<file path="config.mk">
export PLATFORM = sky130hd
export DESIGN_NAME = fetch_unit
export DESIGN_NICKNAME = d
export VERILOG_FILES = /design/src/rtl/fetch_unit.sv
export SDC_FILE = /design/constraint.sdc
export NUM_CORES = 1
export LEC_CHECK = 0
export ABC_AREA = 0
export BUFFER_PORTS_ARGS = -buffer_cell sky130_fd_sc_hd__buf_2
export CAP_MARGIN = 20
export CORE_UTILIZATION = 51
export DETAILED_ROUTE_END_ITERATION = 8
export PLACE_DENSITY = 0.76
export SLEW_MARGIN = 20
export SYNTH_ARGS = -nofsm -noshare
export SYNTH_HDL_FRONTEND = slang
export SYNTH_SLANG_ARGS = --single-unit
</file>
<file path="constraint.sdc">
create_clock -name clk -period 3.4 [get_ports clk]
set_input_delay 0.17 -clock clk [delete_from_list [all_inputs] [get_ports clk]]
set_output_delay 0.17 -clock clk [all_outputs]
set_load 0.005 [all_outputs]
</file>
<file path="src/rtl/fetch_unit.sv">
// fetch_unit: PC, in-order imem request issue, request tag queue and decode buffer.
// Optional misaligned-redirect trap is enabled by defining FETCH_MISALIGN_TRAP_EN.
module fetch_unit #(
    parameter logic [31:0] RESET_PC   = 32'h0000_0000,
    parameter int unsigned FIFO_DEPTH = 2
) (
    input  logic        clk,
    input  logic        rst_n,
    output logic        imem_req,
    output logic [31:0] imem_addr,
    input  logic        imem_ready,
    input  logic        imem_rvalid,
    input  logic [31:0] imem_rdata,
    input  logic        redirect_valid,
    input  logic [31:0] redirect_pc,
    output logic        instr_valid,
    input  logic        instr_ready,
    output logic [31:0] instr_out,
    output logic [31:0] instr_pc,
    output logic        instr_fault
);
    localparam int unsigned AW = (FIFO_DEPTH > 1) ? $clog2(FIFO_DEPTH) : 1;
    localparam int unsigned CW = AW + 1;
    // Outstanding can reach twice the depth: discarded responses plus a full new window.
    localparam int unsigned OW = $clog2(2 * FIFO_DEPTH) + 2;
    localparam logic [31:0] NOP_INSTR = 32'h0000_0013;

    typedef struct packed {
        logic [31:0] instr;
        logic [31:0] pc;
    } fetch_entry_t;

`ifdef FETCH_MISALIGN_TRAP_EN
    typedef enum logic [1:0] {BOOT = 2'd0, RUN = 2'd1, FAULT = 2'd2} state_t;
`else
    typedef enum logic {BOOT = 1'b0, RUN = 1'b1} state_t;
`endif

    state_t        state_q, state_d;
    logic [31:0]   pc_q, pc_d;
    fetch_entry_t  buf_q [FIFO_DEPTH];
    logic [31:0]   tag_q [FIFO_DEPTH];
    logic [AW-1:0] buf_wr_q, buf_wr_d, buf_rd_q, buf_rd_d;
    logic [AW-1:0] tag_wr_q, tag_wr_d, tag_rd_q, tag_rd_d;
    logic [CW-1:0] buf_cnt_q, buf_cnt_d;
    logic [OW-1:0] outst_q, outst_d, disc_q, disc_d;
    logic [OW-1:0] occupancy;
    logic [31:0]   redir_target;
    logic          redir_misaligned, redir_take;
    logic          accept, resp, resp_drop, resp_keep, push, pop;
    fetch_entry_t  head;

`ifdef FETCH_MISALIGN_TRAP_EN
    logic [31:0]   fault_pc_q, fault_pc_d;
`else
    logic          unused_redir_lsb;
    assign unused_redir_lsb = ^redirect_pc[1:0];
`endif

    // Next-state, issue and output decode.
    always_comb begin
        redir_target     = {redirect_pc[31:2], 2'b00};
        redir_misaligned = 1'b0;
        redir_take       = redirect_valid && (state_q == RUN);
`ifdef FETCH_MISALIGN_TRAP_EN
        redir_target     = redirect_pc;
        redir_misaligned = |redirect_pc[1:0];
        redir_take       = redirect_valid &&
                           ((state_q == RUN) || ((state_q == FAULT) && !redir_misaligned));
`endif
        occupancy = OW'(buf_cnt_q) + (outst_q - disc_q);
        imem_req  = (state_q == RUN) && !redirect_valid && (occupancy < OW'(FIFO_DEPTH));
        imem_addr = pc_q;
        accept    = imem_req && imem_ready;
        resp      = imem_rvalid && (outst_q != '0);
        resp_drop = resp && (disc_q != '0);
        resp_keep = resp && (disc_q == '0);
        push      = resp_keep && !redir_take;
        pop       = instr_ready && (buf_cnt_q != '0);

        state_d   = state_q;
        pc_d      = pc_q;
        buf_wr_d  = buf_wr_q;
        buf_rd_d  = buf_rd_q;
        tag_wr_d  = tag_wr_q;
        tag_rd_d  = tag_rd_q;
        buf_cnt_d = buf_cnt_q + CW'(push) - CW'(pop);
        outst_d   = outst_q + OW'(accept) - OW'(resp);
        disc_d    = disc_q - OW'(resp_drop);
`ifdef FETCH_MISALIGN_TRAP_EN
        fault_pc_d = fault_pc_q;
`endif

        case (state_q)
            BOOT:    state_d = RUN;
`ifdef FETCH_MISALIGN_TRAP_EN
            RUN:     if (redir_take && redir_misaligned) state_d = FAULT;
            FAULT:   if (redir_take) state_d = RUN;
`endif
            default: state_d = state_q;
        endcase

        if (accept) begin
            pc_d     = pc_q + 32'd4;
            tag_wr_d = tag_wr_q + AW'(1);
        end
        if (resp_keep) tag_rd_d = tag_rd_q + AW'(1);
        if (push)      buf_wr_d = buf_wr_q + AW'(1);
        if (pop)       buf_rd_d = buf_rd_q + AW'(1);

        // Redirect flushes buffer and tags; everything still in flight becomes discard.
        if (redir_take) begin
            pc_d      = {redir_target[31:2], 2'b00};
            tag_rd_d  = tag_wr_q;
            buf_rd_d  = buf_wr_q;
            buf_cnt_d = '0;
            disc_d    = outst_q - OW'(resp);
`ifdef FETCH_MISALIGN_TRAP_EN
            if (redir_misaligned) fault_pc_d = redir_target;
`endif
        end

        head        = buf_q[buf_rd_q];
        instr_valid = (buf_cnt_q != '0);
        instr_out   = head.instr;
        instr_pc    = head.pc;
        instr_fault = 1'b0;
`ifdef FETCH_MISALIGN_TRAP_EN
        if (state_q == FAULT) begin
            instr_valid = 1'b1;
            instr_out   = NOP_INSTR;
            instr_pc    = fault_pc_q;
            instr_fault = 1'b1;
        end
`endif
    end

    // State and pointer registers.
    always_ff @(posedge clk or negedge rst_n) begin
        if (!rst_n) begin
            state_q   <= BOOT;
            pc_q      <= RESET_PC;
            buf_wr_q  <= '0;
            buf_rd_q  <= '0;
            tag_wr_q  <= '0;
            tag_rd_q  <= '0;
            buf_cnt_q <= '0;
            outst_q   <= '0;
            disc_q    <= '0;
`ifdef FETCH_MISALIGN_TRAP_EN
            fault_pc_q <= '0;
`endif
        end else begin
            state_q   <= state_d;
            pc_q      <= pc_d;
            buf_wr_q  <= buf_wr_d;
            buf_rd_q  <= buf_rd_d;
            tag_wr_q  <= tag_wr_d;
            tag_rd_q  <= tag_rd_d;
            buf_cnt_q <= buf_cnt_d;
            outst_q   <= outst_d;
            disc_q    <= disc_d;
`ifdef FETCH_MISALIGN_TRAP_EN
            fault_pc_q <= fault_pc_d;
`endif
        end
    end

    // Buffer and tag storage, written only on push/accept.
    always_ff @(posedge clk or negedge rst_n) begin
        if (!rst_n) begin
            for (int i = 0; i < int'(FIFO_DEPTH); i++) begin
                buf_q[i] <= '0;
                tag_q[i] <= '0;
            end
        end else begin
            if (push)   buf_q[buf_wr_q] <= '{instr: imem_rdata, pc: tag_q[tag_rd_q]};
            if (accept) tag_q[tag_wr_q] <= pc_q;
        end
    end

    a_no_overflow: assert property (@(posedge clk) disable iff (!rst_n)
        !(push && !pop && (buf_cnt_q == CW'(FIFO_DEPTH))));

endmodule

</file>
==> metrics.csv <==
metric,value,unit
first-pass GRT wire length,38.8,mm
htree depth,1,
vias in the first global route,7593,
dpl hpwl,15.3,mm
mux cell area share after synthesis,0.291,
vias,7177,
Fin. Hold Viols,0,
#FFs+latches synth,229,
Total Routed Length,23.8,mm
Slew @ Worst Pin,0.862,ns
most used cell along the critical path,inv_2,
Syn Inst Count,817,
status,"complete, no violations",
hold crit path type,input port to register,
CP Launch Type,register,
final setup fails,0,
Hold EP,buf_rd_q,
die height,147,um
synth unique cells,41,
diodes inserted,0,
Placer Congestion,0.817,
Routed wire per std cell,17.8,um
crit-path max FO,3,
sequential share of the synthesized area,0.533,
max incr delay on CP,0.57,ns
VDD IR max,477,uV
Worst Skew,0.0101,ns
# rows,52,
post-synthesis adder-cell area fraction,0.0254,
clk_lat worst skew,0.52,ns
r2r setup slk,0.04,ns
Synth Area per Inst,13.1,um^2
kind of critical path,register to register,
Worst Reg-to-Reg Cells,13,
Tot GR Track Use,0.225,
Min Hold Slack,0.145,ns
Bufs on Longest Clock Path,3,
Worst-path clk slew,0.06,ns
"Req. time, crit path",3.81,ns
initial antenna violation count,0,
setup TNS,0,ns
relative slew slack,0.425,
Setup crit start,disc_q[1],
Cell Pwr Density,830,nW/um^2
Critical Path AT,3.77,ns
Simple-Gate Fraction of Synth Area,0.0676,
"Slowest-stage cell, CP",fa_1,
R2R Path Start,disc_q[1],
DRC viols,0,
"worst slack, placed",0.101,ns
Crit. End Element,register,
core area,20400,um^2
1st-iter DRT viols,378,
Clock Sinks,229,
drt via density,5.37,
Max Slew Vio Count,0,
f_max,298,MHz
XOR/XNOR Fraction of Synth Area,0.0209,
top-level I/O count,169,
crit-path cells,fa_1 -> inv_2 -> fa_1 -> and4bb_2 -> nand2_2 -> nor3_4 -> inv_2 -> ha_4 -> inv_2 -> ha_4 -> inv_1 -> fa_2 -> inv_1,
fraction of layout cells with a size suffix above 1,0.483,
leakage,0.00655,uW
Setup WS post-layout,0.0393,ns
post-route ant nets,0,
CTS Buf Count,24,
"Area growth, synth to finish",25.2,%
Hold Path Stages,4,
Root Driver,clkbuf_16,
CTS tree,yes,
DR pass1 iterations,4,
Tot Pwr,11200,uW
fin crit share,0.988,
start point of the worst hold path,instr_ready,
yosys warns,0,
r2r endpoint,outst_q[1],
global route overflow,0,
Die W,147,um
largest family of logic cells by synthesized area,multiplexers,
DIE AREA,21600,um^2
fin nets,1138,
largest net degree at the start of global routing,92,
minimum clock period,3.36,ns
IO Port Bufs,161,
final core occ,0.658,
initial core utilization,0.526,
max_cap viols,0,
compound-cell area share of the yosys netlist,0.0321,
synthesized cell area,10700,um^2
worst max-delay path, delay by kind of cell, from the launching register on:
kind / cells / cell delay [ns]
buffers and inverters: 5 / 0.28
AND/OR/NAND/NOR: 3 / 0.67
flip-flops: 1 / 0.41
adder cells (fa/ha/maj): 5 / 1.91
final cells by class:
type,count,area (um^2)
fill,1515,6990
clock inverter,11,151
timing repair buffer,247,1680
multi-input combinational,523,4760
tap,270,338
inverter,23,86.3
clock buffer,33,694
sequential,229,5730
sequential cells by signal, indices dropped and copies added, names as in the netlist:
signal and flops:
buf_wr_q 1, buf_q 124, tag_q 60, tag_rd_q 1, state_q 1, buf_cnt_q 2, buf_rd_q 1, tag_wr_q 1
imem_addr 30, disc_q 4, outst_q 4
metrics by stage:
stage | instance area (um^2) | std cells
6_report | 13400 | 1336
5_1_grt | 13400 | 1336
4_1_cts | 13400 | 1334
3_5_place_dp | 11900 | 1227
3_3_place_gp | 11900 | 1227
2_1_floorplan | 10800 | 821
cell usage after synthesis, drive strengths merged:
library cell	n	area [um^2]
a31oi	19	119
a21oi	9	48.8
xnor3	1	22.5
a21o	1	7.51
nor2b	2	12.5
and3	6	37.5
o31ai	13	97.6
xor2	6	52.6
nand3	13	65.1
ha	17	213
and4	2	17.5
dfrtp	229	5730
or2	1	6.26
or3	5	31.3
nor4b	1	8.76
nor4	6	37.5
nand2	32	120
xnor2	17	149
fa	3	60.1
buf	23	135
o211ai	1	7.51
nand4	11	68.8
mux2i	2	20.0
inv	23	86.3
o21ai	13	65.1
and4bb	1	12.5
clkbuf	23	86.3
nor2	36	135
conb	2	7.51
and2	3	18.8
mux2	276	3110
nand4b	2	17.5
nor3	4	31.3
or4	14	105
metal layers:
layer  vias up  GRT usage  routed length (um)
met1      3531      0.303               10600
met3        50     0.0304                 987
met5         -          0                   0
met2       191      0.374               11500
li1       3405          -                   -
met4         0     0.0742                 685
where the power goes:
part | internal [uW] | switching [uW]
combinational | 2250 | 1760
clock | 1660 | 1080
sequential | 3710 | 705
total | 7620 | 3540
layout by cell type, fill, tap and decap left out, drive strengths merged, types with 2 or more instances in the layout:
master	instances
a31oi	19
and4	2
clkbuf	33
xnor2	17
or3	5
fa	3
nor2b	2
or4	14
nand4	11
inv	23
dfrtp	229
mux2	276
a21oi	9
nor2	36
ha	17
nor4	6
clkinv	4
conb	6
and3	6
o21ai	13
and2	3
bufinv	3
nand4b	2
dlygate4sd3	63
nor3	4
clkinvlp	4
mux2i	2
nand2	32
o31ai	13
buf	184
nand3	13
xor2	6
worst max-delay path by stage:
stage	endpoint	slack (ns)	depth (start not counted)
after floorplan	outst_q[2]	0.0003	14
after global placement	outst_q[2]	0.12	14
after detailed placement	outst_q[2]	0.10	14
after CTS	outst_q[2]	0.09	14
after global routing	outst_q[1]	-0.11	13
final	outst_q[1]	0.04	13
repair_timing:
action                                  in CTS  in global routing
endpoints found under the setup margin       0                  3
hold endpoints to repair                   182                  0
hold buffers                                63                  0
buffers inserted                             0                  2
resized for setup                            0                  7
logic make-up after synthesis:
kind of cell               Yosys count
other                                2
buffers and inverters               69
muxes                              278
adders and majority gates           20
xor gates and xnor gates            24
and+or+nand+nor                    139
AOI/OAI and AO/OA                   56
DFF                                229
Note: power is estimated with default switching activity, not from simulation.
